==> src/rtl/fb_pkg.sv <==
// fb_pkg: screen geometry, colour constants and receiver FSM states shared by the pixel write path.
package fb_pkg;
    localparam int SCREEN_W  = 320;
    localparam int SCREEN_H  = 240;
    localparam int FB_ADDR_W = 17;

    localparam logic [2:0] C_BLACK   = 3'b000;
    localparam logic [2:0] C_BLUE    = 3'b001;
    localparam logic [2:0] C_GREEN   = 3'b010;
    localparam logic [2:0] C_CYAN    = 3'b011;
    localparam logic [2:0] C_RED     = 3'b100;
    localparam logic [2:0] C_MAGENTA = 3'b101;
    localparam logic [2:0] C_YELLOW  = 3'b110;
    localparam logic [2:0] C_WHITE   = 3'b111;

    typedef enum logic {
        S_RUN   = 1'b0,
        S_CLEAR = 1'b1
    } state_t;
endpackage

==> src/rtl/pixel_write_receiver_if.sv <==
// pixel_write_receiver_if: draw-side pixel input, clear control and framebuffer write port.
interface pixel_write_receiver_if #(
    parameter int ADDR_W = fb_pkg::FB_ADDR_W
);
    logic [9:0]        x;
    logic [9:0]        y;
    logic [2:0]        color;
    logic              writeEn;
    logic              ready;
    logic              clear;
    logic              clearing;
    logic              clear_done;
    logic              overflow;
    logic [ADDR_W-1:0] fb_addr;
    logic [2:0]        fb_data;
    logic              fb_we;
    logic              fb_ready;

    modport master (
        output x, y, color, writeEn, clear, fb_ready,
        input  ready, clearing, clear_done, overflow, fb_addr, fb_data, fb_we
    );

    modport slave (
        input  x, y, color, writeEn, clear, fb_ready,
        output ready, clearing, clear_done, overflow, fb_addr, fb_data, fb_we
    );
endinterface

==> src/rtl/pixel_fifo.sv <==
// pixel_fifo: synchronous FIFO of {x, y, color} pixels with same-cycle push/pop.
module pixel_fifo #(
    parameter int WIDTH = 23,
    parameter int DEPTH = 8,
    localparam int AW = $clog2(DEPTH)
) (
    input  logic             clk,
    input  logic             rst,
    input  logic             i_push,
    input  logic [WIDTH-1:0] i_data,
    input  logic             i_pop,
    output logic [WIDTH-1:0] o_data,
    output logic             o_full,
    output logic             o_empty,
    output logic [AW:0]      o_count
);
    logic [WIDTH-1:0] r_mem [DEPTH];
    logic [AW-1:0]    r_wp;
    logic [AW-1:0]    r_rp;
    logic [AW:0]      r_count;
    logic             w_wr;
    logic             w_rd;

    assign o_full  = r_count == (AW + 1)'(DEPTH);
    assign o_empty = r_count == '0;
    assign o_count = r_count;
    assign o_data  = r_mem[r_rp];
    assign w_wr    = i_push && !o_full;
    assign w_rd    = i_pop && !o_empty;

    always_ff @(posedge clk)
        if (w_wr)
            r_mem[r_wp] <= i_data;

    always_ff @(posedge clk) begin
        if (rst) begin
            r_wp    <= '0;
            r_rp    <= '0;
            r_count <= '0;
        end else begin
            if (w_wr)
                r_wp <= r_wp + 1'b1;
            if (w_rd)
                r_rp <= r_rp + 1'b1;
            r_count <= r_count + {{AW{1'b0}}, w_wr} - {{AW{1'b0}}, w_rd};
        end
    end
endmodule

==> src/rtl/pixel_write_receiver.sv <==
// pixel_write_receiver: clips and colour-keys incoming pixels, buffers them and issues
// linear framebuffer writes on a valid/ready port; also sweeps the whole screen on clear.
module pixel_write_receiver #(
    parameter int         SCREEN_W    = fb_pkg::SCREEN_W,
    parameter int         SCREEN_H    = fb_pkg::SCREEN_H,
    parameter int         ADDR_W      = fb_pkg::FB_ADDR_W,
    parameter int         FIFO_DEPTH  = 8,
    parameter bit         KEY_EN      = 1'b1,
    parameter logic [2:0] KEY_COLOR   = fb_pkg::C_BLACK,
    parameter logic [2:0] CLEAR_COLOR = fb_pkg::C_BLACK
) (
    input logic                   clk,
    input logic                   reset_n,
    pixel_write_receiver_if.slave bus
);
    import fb_pkg::state_t, fb_pkg::S_RUN, fb_pkg::S_CLEAR;

    localparam int TOTAL = SCREEN_W * SCREEN_H;
    localparam int CW    = $clog2(FIFO_DEPTH) + 1;

    logic              w_qual;
    logic              w_push;
    logic              w_pop;
    logic              w_full;
    logic              w_empty;
    logic              w_load;
    logic              w_go;
    logic [22:0]       w_head;
    logic [CW-1:0]     w_count;
    state_t            r_state;
    logic              r_clr_pend;
    logic              r_we;
    logic              r_done;
    logic              r_ovf;
    logic [ADDR_W-1:0] r_addr;
    logic [2:0]        r_data;
    logic [ADDR_W:0]   r_cnt;

    assign w_qual = bus.writeEn && 32'(bus.x) < SCREEN_W && 32'(bus.y) < SCREEN_H &&
                    !(KEY_EN && bus.color == KEY_COLOR);
    assign w_push = w_qual && !w_full;
    assign w_load = !r_we || bus.fb_ready;
    // A clear waits until the output register is free, so a pending pixel is never lost.
    assign w_go   = r_state == S_RUN && (bus.clear || r_clr_pend) && w_load;
    assign w_pop  = r_state == S_RUN && !w_go && w_load && !w_empty;

    pixel_fifo #(
        .WIDTH (23),
        .DEPTH (FIFO_DEPTH)
    ) u_fifo (
        .clk     (clk),
        .rst     (reset_n),
        .i_push  (w_push),
        .i_data  ({bus.x, bus.y, bus.color}),
        .i_pop   (w_pop),
        .o_data  (w_head),
        .o_full  (w_full),
        .o_empty (w_empty),
        .o_count (w_count)
    );

    always_ff @(posedge clk) begin
        if (reset_n) begin
            r_state    <= S_RUN;
            r_clr_pend <= 1'b0;
            r_we       <= 1'b0;
            r_done     <= 1'b0;
            r_ovf      <= 1'b0;
            r_addr     <= '0;
            r_data     <= '0;
            r_cnt      <= '0;
        end else begin
            r_done <= 1'b0;
            r_ovf  <= r_ovf || (w_qual && w_full);
            if (r_state == S_RUN) begin
                r_clr_pend <= (r_clr_pend || bus.clear) && !w_go;
                if (w_go) begin
                    r_state <= S_CLEAR;
                    r_cnt   <= '0;
                    r_we    <= 1'b0;
                end else if (w_load) begin
                    r_we <= !w_empty;
                    if (!w_empty) begin
                        r_addr <= ADDR_W'(32'(w_head[12:3]) * 32'(SCREEN_W) + 32'(w_head[22:13]));
                        r_data <= w_head[2:0];
                    end
                end
            end else if (w_load) begin
                // Sweep: each free/transferring slot takes the next address until all are issued.
                if (32'(r_cnt) < TOTAL) begin
                    r_we   <= 1'b1;
                    r_addr <= r_cnt[ADDR_W-1:0];
                    r_data <= CLEAR_COLOR;
                    r_cnt  <= r_cnt + 1'b1;
                end else begin
                    r_we    <= 1'b0;
                    r_done  <= 1'b1;
                    r_state <= S_RUN;
                end
            end
        end
    end

    assign bus.ready      = 32'(w_count) < FIFO_DEPTH;
    assign bus.clearing   = r_state == S_CLEAR;
    assign bus.clear_done = r_done;
    assign bus.overflow   = r_ovf;
    assign bus.fb_addr    = r_addr;
    assign bus.fb_data    = r_data;
    assign bus.fb_we      = r_we;
endmodule

==> src/flat_wrapper.sv <==
// flat-port wrapper written by rule: the top's interface ports become plain ports
module pixel_write_receiver_flat import fb_pkg::state_t, fb_pkg::S_RUN, fb_pkg::S_CLEAR;
#(
    parameter int         SCREEN_W    = fb_pkg::SCREEN_W,
    parameter int         SCREEN_H    = fb_pkg::SCREEN_H,
    parameter int         ADDR_W      = fb_pkg::FB_ADDR_W,
    parameter int         FIFO_DEPTH  = 8,
    parameter bit         KEY_EN      = 1'b1,
    parameter logic [2:0] KEY_COLOR   = fb_pkg::C_BLACK,
    parameter logic [2:0] CLEAR_COLOR = fb_pkg::C_BLACK
)
  (clk, reset_n, bus_x, bus_y, bus_color, bus_writeEn, bus_clear, bus_fb_ready, bus_ready, bus_clearing, bus_clear_done, bus_overflow, bus_fb_addr, bus_fb_data, bus_fb_we);
  pixel_write_receiver_if #(.ADDR_W(ADDR_W)) bus_i ();
  input logic clk;
  input logic reset_n;
  input wire logic [$bits(bus_i.x)-1:0] bus_x;
  input wire logic [$bits(bus_i.y)-1:0] bus_y;
  input wire logic [$bits(bus_i.color)-1:0] bus_color;
  input wire logic [$bits(bus_i.writeEn)-1:0] bus_writeEn;
  input wire logic [$bits(bus_i.clear)-1:0] bus_clear;
  input wire logic [$bits(bus_i.fb_ready)-1:0] bus_fb_ready;
  output wire logic [$bits(bus_i.ready)-1:0] bus_ready;
  output wire logic [$bits(bus_i.clearing)-1:0] bus_clearing;
  output wire logic [$bits(bus_i.clear_done)-1:0] bus_clear_done;
  output wire logic [$bits(bus_i.overflow)-1:0] bus_overflow;
  output wire logic [$bits(bus_i.fb_addr)-1:0] bus_fb_addr;
  output wire logic [$bits(bus_i.fb_data)-1:0] bus_fb_data;
  output wire logic [$bits(bus_i.fb_we)-1:0] bus_fb_we;
  assign bus_i.x = bus_x;
  assign bus_i.y = bus_y;
  assign bus_i.color = bus_color;
  assign bus_i.writeEn = bus_writeEn;
  assign bus_i.clear = bus_clear;
  assign bus_i.fb_ready = bus_fb_ready;
  assign bus_ready = bus_i.ready;
  assign bus_clearing = bus_i.clearing;
  assign bus_clear_done = bus_i.clear_done;
  assign bus_overflow = bus_i.overflow;
  assign bus_fb_addr = bus_i.fb_addr;
  assign bus_fb_data = bus_i.fb_data;
  assign bus_fb_we = bus_i.fb_we;
  pixel_write_receiver #(.SCREEN_W(SCREEN_W), .SCREEN_H(SCREEN_H), .ADDR_W(ADDR_W), .FIFO_DEPTH(FIFO_DEPTH), .KEY_EN(KEY_EN), .KEY_COLOR(KEY_COLOR), .CLEAR_COLOR(CLEAR_COLOR)) u_core (.clk(clk), .reset_n(reset_n), .bus(bus_i));
endmodule
==> config.mk <==
export PLATFORM = sky130hd
export DESIGN_NAME = pixel_write_receiver_flat
export DESIGN_NICKNAME = d
export VERILOG_FILES = /design/src/rtl/fb_pkg.sv /design/src/rtl/pixel_write_receiver_if.sv /design/src/rtl/pixel_fifo.sv /design/src/rtl/pixel_write_receiver.sv /design/src/flat_wrapper.sv
export SDC_FILE = /design/constraint.sdc
export NUM_CORES = 1
export LEC_CHECK = 0
export ABC_CLOCK_PERIOD_IN_PS = 6050
export CAP_MARGIN = 10
export CORE_ASPECT_RATIO = 0.6
export CORE_UTILIZATION = 55
export CTS_BUF_LIST = sky130_fd_sc_hd__clkbuf_8
export DETAILED_ROUTE_END_ITERATION = 10
export DONT_BUFFER_PORTS = 1
export PLACE_DENSITY = 0.76
export RECOVER_POWER = 25
export SYNTH_ARGS = -nofsm -noshare
export SYNTH_HDL_FRONTEND = slang
export SYNTH_HIERARCHICAL = 1
export SYNTH_SLANG_ARGS = --single-unit
==> constraint.sdc <==
create_clock -name clk -period 6.05 [get_ports clk]
set_clock_uncertainty 0.15 [all_clocks]
set_input_delay 1.21 -clock clk [delete_from_list [all_inputs] [get_ports clk]]
set_output_delay 1.21 -clock clk [all_outputs]
set_load 0.1 [all_outputs]
Word level (Yosys, flattened, before mapping)
Memory sizes are Yosys's and may differ from the RTL's. A register that Yosys moved wholly into a read port is not among the register bits.
Cells that the tools add are included.
Word-level totals
  bits in writable memories: 184
  input bits: 28
  bits in latches: 0
  memories kept: 1
  memory bits (read-only): 0
  word-level logic and storage cells: 88
  output and inout port bits: 25
  register bits after elaboration: 53
Operators by class
  reduce and logical (&&, ||, !) cells: 29
  $mul: 1
  divide/modulo/power cells: 0
  shift operators: 0
  muxes and demuxes: 29
  add/sub/neg operators: 6
  equal/unequal tests: 5
  magnitude comparators: 4
  bitwise operators: 2
Memory list
  u_core.u_fifo.r_mem: depth 8, width 23, rd ports 1, clocked after memory_dff 1, wr ports 1, RTL line pixel_fifo.sv:17  | logic [WIDTH-1:0] r_mem [DEPTH];
Operators with widths (count)
  $mux 17: 6
  $mux 18: 4
  $mux 3: 8
  $add 18x1->18 const B: 1
  $lt 18x17->1 const B: 1
  $add 17x10->17: 1
  $logic_and 1x1->1: 13
  $mul 10x3->11 const B: 1
  $mux 1: 11
  $lt 10x8->1 const B: 1
  $lt 10x9->1 const B: 1
  $add 3x1->3 const B: 2
  $ne 2x2->1 const B: 3
  $logic_not 1->1: 5
  $add 4x1->4: 1
  $eq 4x4->1 const B: 1
  $logic_not 4->1: 1
  $lt 4x4->1 const B: 1
  $reduce_and 4->1: 1
  $reduce_bool 2->1: 2
  $sub 4x1->4: 1
  $logic_not 3->1: 1
  $logic_or 1x1->1: 3
  $reduce_and 3->1: 1
  other kinds (4): 5

Longest topological paths before layout
  depth after elaboration: 10
  depth in mapped cells: 14
  gate-level depth less buffers: 13

Hierarchy
Netlist, hierarchy kept.
Modules (own cells, without submodules)
  pixel_fifo: cells an instance 346, times used 1, area an instance 7753.7 µm², sequential area each 5785.5 µm²
  pixel_write_receiver: cells an instance 338, times used 1, area an instance 2842.7 µm², sequential area each 860.8 µm²

Least setup slack after synthesis
No wires, ideal clock.
  kind: input -> register
  start point: input bus_x[9]
  end point: memory u_core.u_fifo.r_mem[0][0], enable pin
  path slack: 1031 ps
  required time: 5439 ps
  cell stages on the path: 5
  path buffers: 0
  library setup time: 461 ps
  data arrival time: 4408 ps
  cell sequence: nor4b_1 o31ai_1 nor3_1 nand2_2 nor4_1
Between the ends
  longest elaborated chain between the ends: 8
RTL lines
  start: declaration: RTL line flat_wrapper.sv:16  | input wire logic [$bits(bus_i.x)-1:0] bus_x;
  $lt 10x9->1: RTL line pixel_write_receiver.sv:39  | assign w_qual = bus.writeEn && 32'(bus.x) < SCREEN_W && 32'(bus.y) < SCREEN_H &&
  $logic_and 1x1->1 (3 in a row): RTL line pixel_write_receiver.sv:39
  $logic_and 1x1->1: RTL line pixel_write_receiver.sv:41  | assign w_push = w_qual && !w_full;
  net u_core.w_push: RTL line pixel_write_receiver.sv:22  | logic w_push;
  $logic_and 1x1->1: RTL line pixel_fifo.sv:28  | assign w_wr = i_push && !o_full;
  $mux 1: RTL line pixel_fifo.sv:32  | if (w_wr)
  $mux 1 (implied by the code): RTL line pixel_fifo.sv:33  | r_mem[r_wp] <= i_data;
  end: declaration: RTL line pixel_fifo.sv:17
The timed path passes the listed nets, and every way through them passes these cells.

==> flow_summary_export.csv <==
group,metric,value,unit
drt,post_drt_wl_per_cell,22.74,µm
floorplanning,num_rows,38,
worst_setup_path,rr_worst_depth,11,
worst_setup_path,start_kind,"flop",
logic_synthesis,synth-async-reset-ratio,0,%
timing,hold_viol,0,
floorplanning,fp.dieArea,19840,µm²
placement,dp_slack,1552,ps
logic_synthesis,ys.warnings.count,6,
logic_synthesis,synth_fp_nets,742,
pwr,vdd_ir_drop_max,0.0002187,V
global_routing,grt_pass1_vias,6101,
cts,path_clk_slew,70,ps
timing,finalSetupViolations,0,
cells_and_area,instances_no_fill,966,
timing,max_freq,220.3,MHz
worst_setup_path,arrival,4790,ps
cts,clk_latency,510,ps
timing,drv_slew,0,
drt,remaining_drc_errors,0,
logic_synthesis,synthFlopType,"edfxtp_1",
cts,numCtsBuffers,35,
worst_hold_path,hp-start,"u_core/r_cnt[17]",
timing,finalCritPeriodShare,75.01,%
worst_setup_path,r2r_end,"u_core/bus.fb_addr[16]",
worst_setup_path,crit_end,"u_core/bus.fb_addr[16]",
logic_synthesis,ys_seq_elements,240,
placement,hpwl,14.17,mm
floorplanning,die_h,109.5,µm
timing,fin_ws,1512,ps
timing,period_needed,4538,ps
cts,postCtsSetupBuffers,0,
logic_synthesis,seq_area_frac_synth,62.72,%
global_routing,grt_max_degree,46,
timing,rsz0062_at_grt,"no",
drt,routed_via_density,6.219,
timing,setup_tns,0,ps
timing,max_slew_margin,29.29,%
pwr,powerDensity,292.6,nW/µm²
drt,drt_wl_total,21.96,mm
cts,cts_root_buf,"clkbuf_8",
floorplanning,io_pins,53,
drt,drt_first_iter_violations,483,
logic_synthesis,yosysUniqueCellTypes,61,
placement,gp_congestion,0.8156,
worst_setup_path,required,6300,ps
cts,htreeDepth,2,
cts,cts_sinks,240,
cts,cts_tree,"yes",
run,drv_cap,0,
pwr,p_leak,3.784,nW
logic_synthesis,synthTopCellsByArea,"edfxtp_1, dfxtp_1, mux4_1",
global_routing,antenna_found_initial,1,
floorplanning,coreArea,18450,µm²
global_routing,overflow,0,
drt,drt-pass1-iter-count,5,
cells_and_area,fillCellCount,1298,
placement,numPortBuffers,0,
placement,placed_area,10860,µm²
timing,worst_pin_slew,1059,ps
cells_and_area,num-nets-final,761,
worst_setup_path,critPathMaxFanout,30,
floorplanning,fp.dieW,181.2,µm
cts,clk_path_buf_depth,3,
cts,cts_resized,0,
drt,dr_total_vias,6008,
floorplanning,start_util,57.44,%
logic_synthesis,syn_avg_cell_area,15.49,µm²
worst_setup_path,crit_path_end_kind,"flop",
logic_synthesis,synthesis.area,10600,µm²
worst_hold_path,hp-class,"flop to flop",
outcome,outcome,"completed",
logic_synthesis,synth.largest_area_cell,"edfxtp_1",
cells_and_area,regArea,6650,µm²
cts,cts_hold_buf,0,
cells_and_area,syn_to_final_growth,8.903,%
placement,dp_cells,906,
cells_and_area,antennaDiodeCount,0,
logic_synthesis,synthCells,684,
drt,ant_nets,0,
cells_and_area,multi_input_area,3734,µm²
cells_and_area,final_core_util,62.55,%
worst_setup_path,ff2ff_setup_slack,1510,ps
worst_setup_path,critPathKind,"flop to flop",
global_routing,track_usage,23.26,%
cells_and_area,design_area,11540,µm²
cells_and_area,drive_gt1_share,17.49,%
global_routing,grt_pass1_wl,34.52,mm
logic_synthesis,synth_top_area_share,52.14,%
logic_synthesis,synth-edff-count,184,
-- worst max-delay path: stages (launching register included) --
cell	delay (ps)
dfxtp_2	650
buf_4	540
mux4_1	630
mux2_2	350
ha_1	300
ha_1	380
or3b_2	510
o211ai_1	160
or3_1	160
nand4_1	160
mux2i_1	180
a311oi_1	260
-- kinds of logic (layout without fill, tap and decap cells) --
group | count (synthesis) | in the layout | synth area share (%)
DFF | 240 | 240 | 62.72
buffers and inverters | 53 | 95 | 2.409
xor gates and xnor gates | 19 | 19 | 1.570
adders and majority gates | 30 | 30 | 3.755
and+or+nand+nor | 154 | 154 | 7.215
muxes | 83 | 83 | 14.89
AOI/OAI and AO/OA | 105 | 105 | 7.439
-- where the power goes --
part / leakage, nW / switching (mW) / internal [mW]
registers: 2.11 / 0.148 / 1.80
clock network: 0.386 / 0.594 / 0.677
logic: 1.29 / 0.108 / 0.0539
total: 3.78 / 0.850 / 2.53
-- how the worst min path moves through the flow --
stage	endpoint	slack [ps]	cells after the start
after floorplan	u_core/r_cnt[1]	310	2
after global placement	u_core/r_cnt[17]	320	2
after detailed placement	u_core/r_cnt[17]	340	2
after CTS	u_core/r_cnt[17]	350	2
after global routing	u_core/r_cnt[17]	370	2
final	u_core/r_cnt[17]	360	2
-- cell usage in the layout (no fill, tap or decap), types with 11 or more instances in the layout --
cell / netlist / final
nor2_1: 47 / 44
a21oi_1: 27 / 27
mux2_2: 26 / 26
a211oi_1: 20 / 20
o21ai_0: 16 / 16
buf_4: 0 / 12
edfxtp_1: 184 / 184
nand3_1: 14 / 14
clkbuf_8: 0 / 39
nor3_1: 16 / 12
xnor2_1: 14 / 14
inv_1: 22 / 33
nand2_1: 29 / 29
dfxtp_1: 56 / 53
mux2i_1: 11 / 11
ha_1: 27 / 27
mux4_1: 37 / 37
-- synth_stat cells (all sizes together), types with 7 or more instances --
library cell / number
mux4: 46
xnor2: 14
nor2: 48
ha: 27
buf: 17
a21oi: 28
inv: 22
edfxtp: 184
clkbuf: 13
dfxtp: 56
nand4: 9
mux2: 26
a211oi: 21
nand2: 30
o21ai: 17
mux2i: 11
nor3: 16
nand3: 14
a2111oi: 7
nor2b: 7
nand2b: 8
-- per-stage QoR --
step	hold slack (ps)	power (mW)
3_3_place_gp	323.3	2.129
3_5_place_dp	338.9	2.136
6_report	356.4	3.377
5_1_grt	367.5	3.483
4_1_cts	349.0	3.397
2_1_floorplan	311.6	2.104
-- cell type report --
cell class	instances	area share (%)
Clock buffer	39	4.651
Tap cell	240	2.602
Timing Repair Buffer	12	0.7807
Clock inverter	21	1.236
Sequential cell	240	57.63
Inverter	23	0.7481
Multi-Input combinational cell	391	32.35
-- flip-flops by register name, summed over array words and instances (netlist names), named ones only --
name	cells
u_core/bus.fb_data	3
u_core/u_fifo/r_mem	184
u_core/bus.fb_we	1
u_core/bus.overflow	1
u_core/bus.clearing	1
u_core/u_fifo/r_wp	3
u_core/bus.fb_addr	17
u_core/r_clr_pend	1
u_core/bus.clear_done	1
u_core/r_cnt	18
u_core/u_fifo/o_count	4
u_core/u_fifo/r_rp	3
-- per-layer routing --
metal / track usage, % / up-vias / wire length [µm] / share of wire [%]
li1: - / 2758 / - / -
met1: 32.68 / 3023 / 10040 / 46
met2: 37.39 / 192 / 10020 / 46
met3: 5.167 / 35 / 1615 / 7.4
met4: 5.751 / 0 / 293 / 1.3
met5: 0 / - / 0 / 0
Note: power is estimated with default switching activity, not from simulation.
